--- src/rtl/my_sort_pkg.sv ---
// Shared constants, state encoding and helpers for the streaming top-K selector.
package my_sort_pkg;

  localparam int DEF_DATA_W = 14;
  localparam int DEF_NUM_IN = 40;
  localparam int DEF_TOP_K  = 4;

  localparam logic MODE_MAX = 1'b0;
  localparam logic MODE_MIN = 1'b1;

  typedef enum logic [1:0] {
    ST_IDLE = 2'd0,
    ST_LOAD = 2'd1,
    ST_DONE = 2'd2
  } sort_state_t;

  // Index width, never below one bit so a single-sample pass still elaborates.
  function automatic int idx_width(input int n);
    return (n <= 1) ? 1 : $clog2(n);
  endfunction

endpackage

--- src/rtl/my_topk_insert.sv ---
// Combinational compare-and-shift insertion of one sample into a K-deep sorted list.
module my_topk_insert
  import my_sort_pkg::*;
#(
  parameter int DATA_W = DEF_DATA_W,
  parameter int IDX_W  = 6,
  parameter int TOP_K  = DEF_TOP_K
) (
  input  logic [TOP_K-1:0][DATA_W-1:0] slot_data,
  input  logic [TOP_K-1:0][IDX_W-1:0]  slot_idx,
  input  logic [TOP_K-1:0]             slot_valid,
  input  logic [DATA_W-1:0]            new_data,
  input  logic [IDX_W-1:0]             new_idx,
  input  logic                         mode_min,
  output logic [TOP_K-1:0][DATA_W-1:0] nxt_data,
  output logic [TOP_K-1:0][IDX_W-1:0]  nxt_idx,
  output logic [TOP_K-1:0]             nxt_valid
);

  // keep[k]: slot k ranks ahead of the new sample. Ties keep the older entry ahead,
  // which makes the ordering stable by stream index.
  logic [TOP_K-1:0]             keep;
  logic [TOP_K:0]               keep_ext;
  logic [TOP_K:0][DATA_W-1:0]   ext_data;
  logic [TOP_K:0][IDX_W-1:0]    ext_idx;
  logic [TOP_K:0]               ext_valid;

  always_comb begin
    for (int k = 0; k < TOP_K; k++) begin
      if (mode_min == MODE_MIN)
        keep[k] = slot_valid[k] && (slot_data[k] <= new_data);
      else
        keep[k] = slot_valid[k] && (slot_data[k] >= new_data);
    end
  end

  // Element k of the extended vectors is slot k-1; element 0 is the new sample.
  always_comb begin
    keep_ext  = {keep, 1'b1};
    ext_data  = {slot_data, new_data};
    ext_idx   = {slot_idx, new_idx};
    ext_valid = {slot_valid, 1'b1};
  end

  always_comb begin
    nxt_data  = slot_data;
    nxt_idx   = slot_idx;
    nxt_valid = slot_valid;
    for (int k = 0; k < TOP_K; k++) begin
      if (keep[k]) begin
        nxt_data[k]  = slot_data[k];
        nxt_idx[k]   = slot_idx[k];
        nxt_valid[k] = slot_valid[k];
      end else if (keep_ext[k]) begin
        nxt_data[k]  = new_data;
        nxt_idx[k]   = new_idx;
        nxt_valid[k] = 1'b1;
      end else begin
        nxt_data[k]  = ext_data[k];
        nxt_idx[k]   = ext_idx[k];
        nxt_valid[k] = ext_valid[k];
      end
    end
  end

endmodule

--- src/rtl/my_topk_sort.sv ---
// Streaming top-K selector: IDLE/LOAD/DONE sequencer, beat counter and sorted result registers.
module my_topk_sort
  import my_sort_pkg::*;
#(
  parameter int DATA_W = DEF_DATA_W,
  parameter int NUM_IN = DEF_NUM_IN,
  parameter int TOP_K  = DEF_TOP_K,
  localparam int IDX_W = idx_width(NUM_IN)
) (
  input  logic                      clk,
  input  logic                      rst_n,
  input  logic                      sort_start,
  input  logic                      mode_min,
  input  logic                      in_valid,
  output logic                      in_ready,
  input  logic [DATA_W-1:0]         in_data,
  output logic                      sort_busy,
  output logic                      sort_finish,
  output logic [TOP_K*DATA_W-1:0]   sorted_data,
  output logic [TOP_K*IDX_W-1:0]    sorted_idx
);

  // state | meaning
  // IDLE  | waiting for sort_start; in_valid ignored
  // LOAD  | accepting NUM_IN beats, inserting each into the sorted list
  // DONE  | single-cycle sort_finish pulse, results held

  if (TOP_K < 1 || TOP_K > NUM_IN) begin : g_bad_cfg
    $error("my_topk_sort: TOP_K must lie in 1..NUM_IN");
  end

  localparam logic [IDX_W-1:0] LAST_IDX = IDX_W'(NUM_IN - 1);

  sort_state_t                 state;
  logic                        mode_q;
  logic [IDX_W-1:0]            cnt;
  logic [TOP_K-1:0][DATA_W-1:0] slot_data;
  logic [TOP_K-1:0][IDX_W-1:0]  slot_idx;
  logic [TOP_K-1:0]             slot_valid;

  logic [TOP_K-1:0][DATA_W-1:0] nxt_data;
  logic [TOP_K-1:0][IDX_W-1:0]  nxt_idx;
  logic [TOP_K-1:0]             nxt_valid;

  my_topk_insert #(
    .DATA_W (DATA_W),
    .IDX_W  (IDX_W),
    .TOP_K  (TOP_K)
  ) u_insert (
    .slot_data  (slot_data),
    .slot_idx   (slot_idx),
    .slot_valid (slot_valid),
    .new_data   (in_data),
    .new_idx    (cnt),
    .mode_min   (mode_q),
    .nxt_data   (nxt_data),
    .nxt_idx    (nxt_idx),
    .nxt_valid  (nxt_valid)
  );

  always_ff @(posedge clk or negedge rst_n) begin
    if (!rst_n) begin
      state       <= ST_IDLE;
      mode_q      <= MODE_MAX;
      cnt         <= '0;
      slot_data   <= '0;
      slot_idx    <= '0;
      slot_valid  <= '0;
      in_ready    <= 1'b0;
      sort_busy   <= 1'b0;
      sort_finish <= 1'b0;
    end else begin
      sort_finish <= 1'b0;
      unique case (state)
        ST_IDLE: begin
          if (sort_start) begin
            mode_q     <= mode_min;
            cnt        <= '0;
            slot_data  <= '0;
            slot_idx   <= '0;
            slot_valid <= '0;
            in_ready   <= 1'b1;
            sort_busy  <= 1'b1;
            state      <= ST_LOAD;
          end
        end
        ST_LOAD: begin
          if (in_valid && in_ready) begin
            slot_data  <= nxt_data;
            slot_idx   <= nxt_idx;
            slot_valid <= nxt_valid;
            cnt        <= cnt + 1'b1;
            if (cnt == LAST_IDX) begin
              in_ready    <= 1'b0;
              sort_finish <= 1'b1;
              state       <= ST_DONE;
            end
          end
        end
        ST_DONE: begin
          sort_busy <= 1'b0;
          state     <= ST_IDLE;
        end
        default: begin
          in_ready  <= 1'b0;
          sort_busy <= 1'b0;
          state     <= ST_IDLE;
        end
      endcase
    end
  end

  assign sorted_data = slot_data;
  assign sorted_idx  = slot_idx;

endmodule
--- config.mk ---
export PLATFORM = sky130hd
export DESIGN_NAME = my_topk_sort
export DESIGN_NICKNAME = d
export VERILOG_FILES = /design/src/rtl/my_sort_pkg.sv /design/src/rtl/my_topk_insert.sv /design/src/rtl/my_topk_sort.sv
export SDC_FILE = /design/constraint.sdc
export NUM_CORES = 1
export LEC_CHECK = 0
export CORE_AREA = 4 4 131 184
export DETAILED_ROUTE_END_ITERATION = 6
export DIE_AREA = 0 0 135 188
export GPL_TIMING_DRIVEN = 0
export HOLD_SLACK_MARGIN = 0.08
export MAX_ROUTING_LAYER = met4
export SLEW_MARGIN = 5
export SYNTH_ARGS = -nofsm -noshare
export SYNTH_HDL_FRONTEND = slang
export SYNTH_SLANG_ARGS = --single-unit
--- constraint.sdc ---
create_clock -name clk -period 2.99 [get_ports clk]
set_input_delay 0.299 -clock clk [delete_from_list [all_inputs] [get_ports clk]]
set_output_delay 0.299 -clock clk [all_outputs]
set_load 0.01 [all_outputs]
==> results.txt <==
Compound-gate portion of the synthesized area - 0.209
Area share of xor/xnor cells in the synthesized design - 0.00657
Routed WL - 23700 um
Number of I/O port buffers - 101
RSZ-0062 raised after global routing - false
Routability cong. - 0.931
Fmax - 349 MHz
Pin count of the biggest net entering global routing - 51
Synth area leader - dfrtp_1
Final setup viols - 0
Layout Utilization - 0.377
Slew @ Worst Pin - 0.743 ns
CTS root buf - clkbuf_16
Core Box Area - 22400 sq um
Synth Area per Inst - 9.43 sq um
Largest family of logic cells by synthesized area - compound AO/OA/AOI/OAI gates
Main synth FF type - dfrtp_1
Filler cells - 2324
Layout Nets - 897
Min-Delay Path Depth - 2
Final period util - 0.957
Vias per cell - 5.53
Via Count - 6232
DRC - 0
Slew HR - 0.504
Worst EP required - 3.25 ns
Crit end category - register
Reg clk slew, reported paths - 0.07 ns
FF-to-FF setup slack - 0.16 ns
Top post-synthesis cells by area - dfrtp_1, ha_1, a22o_1, mux2_1, nand3_1
Vias in the first global route - 6288
Tmin final - 2.86 ns
Initial antenna violation count - 0
Area delta synth->final - 26.4%
Design area - 8420 sq um
Simple-Gate Fraction of Synth Area - 0.152
Max-cap violations - 0
Syn_nets - 783
H-tree depth - 3
Clk_lat worst skew - 0.37 ns
Worst path bufs/invs - 3
DP HPWL - 17500 um
Die Ht - 188 um
Final Hold Viols - 0
Seq/Total Area, Yosys - 0.360
Static leakage - 3.57 nW
Starting Density - 0.298
Synthesized instance count - 707
Critical path class - in -> reg
Synth cell types - 51
Dpl cell area - 8080 sq um
Maximum root-to-sink buffer count - 2
YS warnings - 0
Post-Synth Adder-Cell Area - 0.107
Iter 0 DRT Violations - 422
I/O pin total - 102
Area share of the largest cell type after synthesis - 0.360
Worst flop-to-flop path startpoint - sorted_data[4]$_DFFE_PN0P_
Hold Path Origin - in_data[4]
Largest delay share family, worst path - buffers and inverters
Max-slew violation total from the final report - 0
Site Rows - 65
Post-synth EDFFs - 0
Worst Hold End - sorted_data[4]$_DFFE_PN0P_
Slowest CP cell - clkdlybuf4s50_1
DRT Pass-1 Iters - 7
Number of synthesized register bits - 96
Die Wd - 135 um
Share of cells above drive strength 1 - 0.0715
CTS buffer count - 9
Final setup skew - 0.0103 ns
Die ar. - 25400 sq um
Synth Cell Area - 6660 sq um
CP max stage delay - 0.62 ns
Remaining global-route overflow - 0
Cell breakdown of the critical path - clkdlybuf4s50_1, inv_2, ha_1, nand4_1, nor2_1, o31ai_1, a31o_2, a31oi_4, buf_6, mux2_1, a22o_1
# clock sinks - 96
Met1 Wirelength - 10100 um
Worst vdd ir - 0.000461 V
CTS tree - done
GRT Util Overall - 0.191
CP startpoint kind - input port
Antenna Nets Post-Route - 0
PwrDens - 1020 nW/um^2
Min Hold Slack - 0.286 ns
Status - complete, no violations
Met2 routed WL - 11900 um
R2R Path End - sorted_data[16]$_DFFE_PN0P_
Worst Path Arrival - 3.12 ns
Min-Delay Path Class - in -> reg
R2R depth - 11
Wire length of the first global-routing pass - 36500 um
Proportion of synthesized area in mux cells - 0.0993
Crit-path max FO - 10
Post-synth ARST share - 1.00
Routed wl met3 - 1130 um
N_diodes - 0
Uppermost routed layer - met4
Drt wl/cell - 21.1 um
==> metrics by stage <==
step	total power [mW]	setup TNS, ns	worst slack (ns)	instances
final	8.62	0	0.128	1126
after global routing	9.17	0	0.00944	1126
after detailed placement	7.43	-50.50	-0.844	1110
after global placement	7.34	-259.15	-2.18	1109
after floorplan	5.29	0	0.529	707
after CTS	8.62	0	0.00161	1127
==> final cells by class <==
type,instances,area (sq um),area share
multi-input combinational,506,3850,0.457
clock buffer,10,229,0.0272
clock inverter,5,35.0,0.00416
sequential,96,2400,0.285
timing repair buffer,104,1040,0.124
inverter,44,165,0.0196
buffer,60,319,0.0379
tap,301,377,0.0447
==> cell usage in the layout, fill, tap and decap left out, drive strengths merged, types with 21 or more instances in the layout <==
cell / instances
nand3: 90
dfrtp: 96
inv: 44
o2bb2ai: 21
nor3: 23
clkbuf: 56
nor2: 27
mux2: 41
a21oi: 25
a22o: 63
ha: 57
clkdlybuf4s50: 89
a31oi: 21
==> routing by layer <==
| layer | vias up | GRT usage |
|---|---|---|
| met4 | 0 | 0.0659 |
| met1 | 3088 | 0.236 |
| met3 | 29 | 0.0233 |
| li1 | 2898 | - |
| met5 | - | - |
| met2 | 217 | 0.320 |
==> registers in the layout, summed over array words and instances, names as in the netlist <==
signal and count:
sorted_idx 24, sorted_data 56, mode_q 1, in_ready 1, cnt 6, sort_finish 1
state 2, slot_valid 4, sort_busy 1
==> cells by family after synthesis <==
group                    after synthesis
AO/OA/AOI/OAI                        182
buffers and inverters                105
adder cells (fa/ha/maj)               57
flip-flops                            96
multiplexers                          61
AND/OR/NAND/NOR                      201
XOR/XNOR                               5
==> power by group <==
group | switching [mW] | internal (mW)
clock | 0.532 | 0.560
combinational | 2.65 | 2.39
sequential | 0.668 | 1.82
==> how the worst max path moves through the flow <==
stage / start / end / depth (start not counted)
6_report: in_data[13] / sorted_data[33]$_DFFE_PN0P_ / 11
3_3_place_gp: rst_n / sorted_data[8]$_DFFE_PN0P_ / 1
3_5_place_dp: in_data[12] / sorted_data[37]$_DFFE_PN0P_ / 12
5_1_grt: sorted_data[4]$_DFFE_PN0P_ / sorted_idx[9]$_DFFE_PN0P_ / 11
4_1_cts: in_data[11] / sorted_idx[17]$_DFFE_PN0P_ / 13
2_1_floorplan: sorted_data[5]$_DFFE_PN0P_ / sorted_idx[7]$_DFFE_PN0P_ / 11
==> synthesized netlist by cell type, drive strengths merged, types with 2 or more instances <==
| cell | count |
|---|---|
| dfrtp | 96 |
| nand3 | 90 |
| a22o | 63 |
| ha | 57 |
| clkbuf | 46 |
| inv | 44 |
| mux2 | 41 |
| nor2 | 27 |
| a21oi | 25 |
| nor3 | 23 |
| a31oi | 21 |
| o2bb2ai | 21 |
| mux2i | 20 |
| nand2 | 20 |
| o2111ai | 20 |
| buf | 15 |
| nand4 | 12 |
| o21ai | 10 |
| nor2b | 8 |
| nand2b | 5 |
| and3 | 4 |
| xor2 | 4 |
| a21boi | 3 |
| a21o | 3 |
| a31o | 3 |
| and4 | 3 |
| nor4 | 3 |
| o21a | 3 |
| o22ai | 2 |
| o31ai | 2 |
==> what timing repair did <==
item                                    CTS  global route
resized for setup                        32            18
pin swaps                                 1             0
endpoints found under the setup margin   83            83
cloned                                    0             0
buffers inserted                          1             0
hold endpoints to repair                 46             0
hold buffers                              1             0
Power figures use the tool's default switching activity.
